--- src/rtl/shifter_pkg.sv ---
// Shared definitions for the pipelined barrel shifter.
// Optional feature macro: ROTATE_EN (enables ROL/ROR).
package shifter_pkg;

    localparam logic [2:0] OP_SLL = 3'b000;
    localparam logic [2:0] OP_SRL = 3'b001;
    localparam logic [2:0] OP_SRA = 3'b011;
    localparam logic [2:0] OP_ROL = 3'b100;
    localparam logic [2:0] OP_ROR = 3'b101;

    // Pipeline stage that computes shift layer i (shift by 2**i).
    function automatic int unsigned stage_of_layer(input int unsigned i,
                                                   input int unsigned shamt_w,
                                                   input int unsigned pipe_stages);
        return (i * pipe_stages) / shamt_w;
    endfunction

    // Lowest layer owned by stage k; k == pipe_stages yields shamt_w so that
    // first_layer(k+1)-1 is always the last layer of stage k.
    function automatic int unsigned first_layer(input int unsigned k,
                                                 input int unsigned shamt_w,
                                                 input int unsigned pipe_stages);
        int unsigned first;
        first = shamt_w;
        for (int unsigned i = shamt_w; i > 0; i--) begin
            if (stage_of_layer(i - 1, shamt_w, pipe_stages) >= k) begin
                first = i - 1;
            end
        end
        return first;
    endfunction

    // Ops with a defined result; everything else produces zero.
    function automatic logic op_supported(input logic [2:0] op);
        logic ok;
        ok = (op == OP_SLL) || (op == OP_SRL) || (op == OP_SRA);
`ifdef ROTATE_EN
        ok = ok || (op == OP_ROL) || (op == OP_ROR);
`endif
        return ok;
    endfunction

endpackage

--- src/rtl/shift_stage.sv ---
// One pipeline stage of the barrel shifter: layers FIRST..LAST followed by a
// register with stall hold and valid squash.
// Optional feature macro: ROTATE_EN (rotate wrap logic).
module shift_stage
    import shifter_pkg::*;
#(
    parameter int unsigned XLEN    = 32,
    parameter int unsigned SHAMT_W = 5,
    parameter int unsigned TAG_W   = 5,
    parameter int unsigned FIRST   = 0,
    parameter int unsigned LAST    = 0
) (
    input  logic               clk,
    input  logic               rst,
    input  logic               flush,
    input  logic               advance,
    input  logic               in_valid,
    input  logic [2:0]         in_op,
    input  logic [XLEN-1:0]    in_data,
    input  logic [SHAMT_W-1:0] in_shamt,
    input  logic               in_fill,
    input  logic [TAG_W-1:0]   in_tag,
    output logic               out_valid,
    output logic [2:0]         out_op,
    output logic [XLEN-1:0]    out_data,
    output logic [SHAMT_W-1:0] out_shamt,
    output logic               out_fill,
    output logic [TAG_W-1:0]   out_tag
);

    // Single layer: shift by n, SRA fills with the sign captured at stage 0.
    function automatic logic [XLEN-1:0] layer(input logic [XLEN-1:0] d,
                                              input logic [2:0]      op,
                                              input logic            fill,
                                              input int unsigned     n);
        logic [XLEN-1:0] ones;
        logic [XLEN-1:0] r;
        ones = '1;
        case (op)
            OP_SLL:  r = d << n;
            OP_SRL:  r = d >> n;
            OP_SRA:  r = (d >> n) | (fill ? ~(ones >> n) : '0);
`ifdef ROTATE_EN
            OP_ROL:  r = (d << n) | (d >> (XLEN - n));
            OP_ROR:  r = (d >> n) | (d << (XLEN - n));
`endif
            default: r = '0;
        endcase
        return r;
    endfunction

    logic [XLEN-1:0] chain [FIRST:LAST+1];

    assign chain[FIRST] = in_data;

    for (genvar g = FIRST; g <= LAST; g++) begin : g_layer
        assign chain[g+1] = in_shamt[g] ? layer(chain[g], in_op, in_fill, 1 << g)
                                        : chain[g];
    end

    // Stage register: squash on reset/flush, freeze while the pipe is stalled.
    always_ff @(posedge clk) begin
        if (rst) begin
            out_valid <= 1'b0;
            out_op    <= '0;
            out_data  <= '0;
            out_shamt <= '0;
            out_fill  <= 1'b0;
            out_tag   <= '0;
        end else if (flush) begin
            out_valid <= 1'b0;
        end else if (advance) begin
            out_valid <= in_valid;
            out_op    <= in_op;
            out_data  <= chain[LAST+1];
            out_shamt <= in_shamt;
            out_fill  <= in_fill;
            out_tag   <= in_tag;
        end
    end

endmodule

--- src/rtl/pipelined_shifter.sv ---
// Pipelined barrel shifter (SLL/SRL/SRA, optional ROL/ROR) with valid/ready
// on both sides, a pass-through tag and synchronous flush.
// Optional feature macro: ROTATE_EN (ops 100/101 are reserved without it).
module pipelined_shifter
    import shifter_pkg::*;
#(
    parameter int unsigned XLEN        = 32,
    parameter int unsigned SHAMT_W     = $clog2(XLEN),
    parameter int unsigned PIPE_STAGES = 2,
    parameter int unsigned TAG_W       = 5
) (
    input  logic               clk,
    input  logic               rst,
    input  logic               flush,
    input  logic               in_valid,
    output logic               in_ready,
    input  logic [2:0]         in_op,
    input  logic [XLEN-1:0]    in_a,
    input  logic [SHAMT_W-1:0] in_shamt,
    input  logic [TAG_W-1:0]   in_tag,
    output logic               out_valid,
    input  logic               out_ready,
    output logic [XLEN-1:0]    out_r,
    output logic [TAG_W-1:0]   out_tag
);

    logic               advance;
    logic               op_ok;

    // Index 0 is the stage-0 input; index k+1 is the register of stage k.
    logic               v_c  [PIPE_STAGES+1];
    logic [2:0]         op_c [PIPE_STAGES+1];
    logic [XLEN-1:0]    d_c  [PIPE_STAGES+1];
    logic [SHAMT_W-1:0] sh_c [PIPE_STAGES+1];
    logic               f_c  [PIPE_STAGES+1];
    logic [TAG_W-1:0]   t_c  [PIPE_STAGES+1];

    assign advance  = !out_valid || out_ready;
    assign in_ready = advance && !flush;

    // Reserved ops enter as zero data with zero fill, so every layer keeps them zero.
    always_comb begin
        op_ok   = op_supported(in_op);
        v_c[0]  = in_valid && in_ready;
        op_c[0] = in_op;
        d_c[0]  = op_ok ? in_a : '0;
        sh_c[0] = in_shamt;
        f_c[0]  = op_ok && in_a[XLEN-1];
        t_c[0]  = in_tag;
    end

    for (genvar k = 0; k < PIPE_STAGES; k++) begin : g_stage
        shift_stage #(
            .XLEN    (XLEN),
            .SHAMT_W (SHAMT_W),
            .TAG_W   (TAG_W),
            .FIRST   (first_layer(k, SHAMT_W, PIPE_STAGES)),
            .LAST    (first_layer(k + 1, SHAMT_W, PIPE_STAGES) - 1)
        ) u_stage (
            .clk       (clk),
            .rst       (rst),
            .flush     (flush),
            .advance   (advance),
            .in_valid  (v_c[k]),
            .in_op     (op_c[k]),
            .in_data   (d_c[k]),
            .in_shamt  (sh_c[k]),
            .in_fill   (f_c[k]),
            .in_tag    (t_c[k]),
            .out_valid (v_c[k+1]),
            .out_op    (op_c[k+1]),
            .out_data  (d_c[k+1]),
            .out_shamt (sh_c[k+1]),
            .out_fill  (f_c[k+1]),
            .out_tag   (t_c[k+1])
        );
    end

    assign out_valid = v_c[PIPE_STAGES];
    assign out_r     = d_c[PIPE_STAGES];
    assign out_tag   = t_c[PIPE_STAGES];

    // Control fields are spent once the last layer has been applied.
    logic unused_tail;
    assign unused_tail = ^{op_c[PIPE_STAGES], sh_c[PIPE_STAGES], f_c[PIPE_STAGES]};

endmodule

--- config.mk ---
export PLATFORM = sky130hd
export DESIGN_NAME = pipelined_shifter
export DESIGN_NICKNAME = d
export VERILOG_FILES = /design/src/rtl/shifter_pkg.sv /design/src/rtl/shift_stage.sv /design/src/rtl/pipelined_shifter.sv
export SDC_FILE = /design/constraint.sdc
export NUM_CORES = 1
export LEC_CHECK = 0
export CORE_MARGIN = 1
export CORE_UTILIZATION = 50
export CTS_CLUSTER_SIZE = 8
export DETAILED_ROUTE_END_ITERATION = 6
export MAX_ROUTING_LAYER = met4
export PLACE_DENSITY = 0.76
export SYNTH_ARGS = -nofsm -noshare
export SYNTH_HDL_FRONTEND = slang
export SYNTH_SLANG_ARGS = --single-unit
--- constraint.sdc ---
create_clock -name clk -period 2.35 [get_ports clk]
set_input_delay 0.705 -clock clk [delete_from_list [all_inputs] [get_ports clk]]
set_output_delay 0.705 -clock clk [all_outputs]
set_load 0.02 [all_outputs]
==> summary.txt <==
Status
  • Status: finished, final reports clean

Yosys
  • Most frequent cell after synthesis: nor2_1
  • Post-synth top cells: nor2_1, a21oi_1, dfxtp_1, nand2_1, clkbuf_1
  • FF+latch count, synth: 82
  • Ranking of synthesized cells by area: dfxtp_1, a21oi_1, nor2_1, a22oi_1, nand2_1
  • Largest family of logic cells by synthesized area: compound AO/OA/AOI/OAI gates
  • Area fraction of the dominant cell type after synthesis: 0.2595
  • Synth Warn #: 0
  • Mapped cell area: approximately 0.0063 sq mm
  • Most used flip-flop cell after synthesis: dfxtp_1
  • Synth Net Count: between 900 and 1000
  • Area leader, netlist: dfxtp_1
  • Synth Area in Compound Gates: 0.4098
  • Synth Area per Inst: slightly above 7 sq um
  • Simple-gate share of the synthesized area: 0.2162
  • Sequential element share of the synthesized area: 0.2595
  • Post-synth EDFFs: 0
  • FFs w/ async S/R, synth: 0
  • Unique masters post-synth: 67
  • Post-Synth XOR/XNOR Area: 0
  • Adder-cell share of the synthesized area: 0
  • Mux share of post-synthesis cell area: 0.01820
  • Post-synthesis cell count: between 800 and 900

Global routing
  • GRT Resource Usage Total: 0.3674
  • First-pass GRT wire length: between 30000 and 40000 microns
  • Remaining Overflow, GRT: 0
  • Vias in the first global route: 6980
  • Initial antenna violation count: 0
  • Pin count of the biggest net entering global routing: just under 60

Timing
  • Pins Over Slew Limit: 0
  • Final Setup Violations: 0
  • Worst hold slack: approximately 450 ps
  • Layout Skew: approximately 9.4 ps
  • Final hold violation count: 0
  • Setup TNS Final: 0 ps
  • Max Freq: approximately 430 MHz
  • Slew headroom: 0.5483
  • Minimum clock period: about 2300 ps
  • Final period utilization: 0.9879
  • Worst-Margin Slew: about 680 ps

Cells and area
  • Diodes inserted: 0
  • Area grow syn2layout: 35.72%
  • # fillers: approximately 1000
  • Post-Layout Cell Count: 1207
  • Multi-input logic area: ~0.0042 sq mm
  • Post-layout util: 0.7060
  • Layout Nets: ~1100
  • Register area: approximately 0.0016 sq mm
  • Ratio of cells with drive above 1 in the final layout: 0.2262

Critical path
  • Critical path peak fanout: 4
  • CP Launch Type: input pin
  • Crit path cell chain: clkdlybuf4s50_1 > buf_4 > a22oi_1 > a21oi_1 > a211o_1 > a221oi_2 > a211oi_1
  • CP max stage delay: 440 ps
  • Crit Path Class: input pin to flip-flop
  • Crit. End Element: flip-flop
  • Slowest CP cell: clkdlybuf4s50_1
  • Critical path arrival: between 2000 and 3000 ps
  • Worst EP required: ~2600 ps

Routing
  • Top sig layer: met4
  • Final wirelength: about 23000 microns
  • DR WL met2: 10630 microns
  • WL met3: 2354 microns
  • # DRC: 0
  • Via count: between 7000 and 8000
  • WL/cell: around 19 microns
  • DR vias/cell: around 6.5
  • Drt pass-1 iters: 5
  • Wire length on met1: approximately 9700 microns
  • Post-route antenna net violation count: 0
  • Iter 0 DRT Violations: about 900

Clock tree
  • H-tree levels: 3
  • Clk_lat worst skew: approximately 340 ps
  • Cts hold-fix bufs: 0
  • Root buffer cell: clkbuf_16
  • Clk pin slew, worst setup/hold paths: around 70 ps
  • Post-CTS Setup Repair Bufs: 0
  • Total CTS buffers: 9
  • Clock Path Buffers: 2
  • TritonCTS clock tree: yes
  • Clock Sinks: 82

Floorplan
  • Initial Util: 0.5202
  • Core area: ~0.012 sq mm
  • Rows: 40
  • I/O pin total: 89
  • Die width: between 100 and 150 microns
  • DIE AREA: roughly 0.013 sq mm
  • Die Y: approximately 110 microns

Power and ir drop
  • Leak Pwr: about 3.4 nW
  • Net Sw Frac: 0.3139
  • Sequential cell fraction of total power: 0.351
  • Power Density: about 520 mW/mm^2
  • Switching pwr: 0.001394 W
  • Logic gate share of total power: 0.295
  • Peak VDD IR: roughly 320 uV
  • Clock power frac: 0.354
  • Pint: 0.003048 W

Placed design
  • Number of port buffers: 88
  • Post-Place Cells: around 1200
  • GPL Wtd Cong: ~1.1
  • DPL Wire Length: between 15000 and 20000 microns

Min path
  • HP Class: flip-flop to flip-flop

Run
  • Number of max-cap violations: 0
metrics by stage:
stage / setup slack [ps] / total power [W] / cell area (sq um)
final: 28.32 / 0.004443 / 8586
after global routing: -8.001 / 0.004614 / 8586
after CTS: 18.24 / 0.004401 / 8498
after detailed placement: -657.4 / 0.002837 / 8135
after global placement: -592.5 / 0.002823 / 8135
after floorplan: -153.9 / 0.002291 / 6350
metal layers:
layer,up-vias,track usage
met3,70,0.05876
met1,3650,0.4868
li1,3603,-
met2,489,0.5725
met5,-,-
met4,0,0.1152
path summary, 6_finish.rpt:
path,from,end,slack [ps],cells past startpoint
max,in_a[14],g_stage[0].u_stage.out_data[11],30,7
min,g_stage[1].u_stage.out_tag[2],g_stage[1].u_stage.out_tag[2],450,2
max reg2reg,g_stage[0].u_stage.out_op[0],g_stage[1].u_stage.out_data[6],180,6
min reg2reg,g_stage[1].u_stage.out_tag[2],g_stage[1].u_stage.out_tag[2],450,2
sequential cells by signal (all words and copies together), names as in the netlist:
| name | flops |
|---|---|
| g_stage.u_stage.out_data | 64 |
| g_stage.u_stage.out_tag | 10 |
| g_stage.u_stage.out_op | 3 |
| g_stage.u_stage.out_shamt | 2 |
| g_stage.u_stage.out_valid | 2 |
| g_stage.u_stage.out_fill | 1 |
repair_timing:
item | 4_1_cts | 5_1_grt
gates resized for setup | 22 | 29
pin swaps | 2 | 2
cloned | 0 | 0
setup endpoints to repair | 33 | 28
critical path, delay by kind of cell:
family                 cells  cell delay [ps]
buffers and inverters      2              610
AOI/OAI and AO/OA          5             1210
cell families (layout without fill, tap and decap cells):
kind of cell / count (synthesis) / count (layout)
and+or+nand+nor: 291 / 291
muxes: 11 / 11
AOI/OAI and AO/OA: 380 / 380
buffers and inverters: 125 / 275
DFF: 82 / 82
power groups by stage:
| stage | clock network (W) | registers, W | logic, W |
|---|---|---|---|
| final | 0.00157 | 0.00156 | 0.00131 |
| after global routing | 0.00165 | 0.00157 | 0.00140 |
| after CTS | 0.00158 | 0.00156 | 0.00126 |
| after detailed placement | 0 | 0.00159 | 0.00125 |
| after global placement | 0 | 0.00159 | 0.00124 |
| after floorplan | 0 | 0.00156 | 0.000731 |
layout make-up:
class,instances,share of cell area
Clock buffer,10,0.02783
Clock inverter,6,0.01108
Inverter,7,0.003352
Multi-Input combinational cell,682,0.4902
Sequential cell,82,0.1912
Tap cell,168,0.02448
Timing Repair Buffer,252,0.2518
placed cells by master, fill, tap and decap left out, types with 7 or more instances in the layout:
cell,n
a31oi_1,14
o211ai_1,7
o21ai_0,49
nand3_1,11
mux2i_1,7
buf_4,157
o2bb2ai_1,11
a211oi_1,34
a21o_1,13
nand3b_1,8
clkdlybuf4s50_1,78
o21bai_1,11
a221o_1,13
a2bb2oi_1,7
nand2b_1,7
clkbuf_16,9
o22ai_1,22
dfxtp_1,82
a22oi_1,41
and3_1,9
a221oi_1,8
nor2_1,106
a21oi_1,90
nand2_1,79
a22o_1,13
nor3_1,27
(Power assumes the default switching activity.)
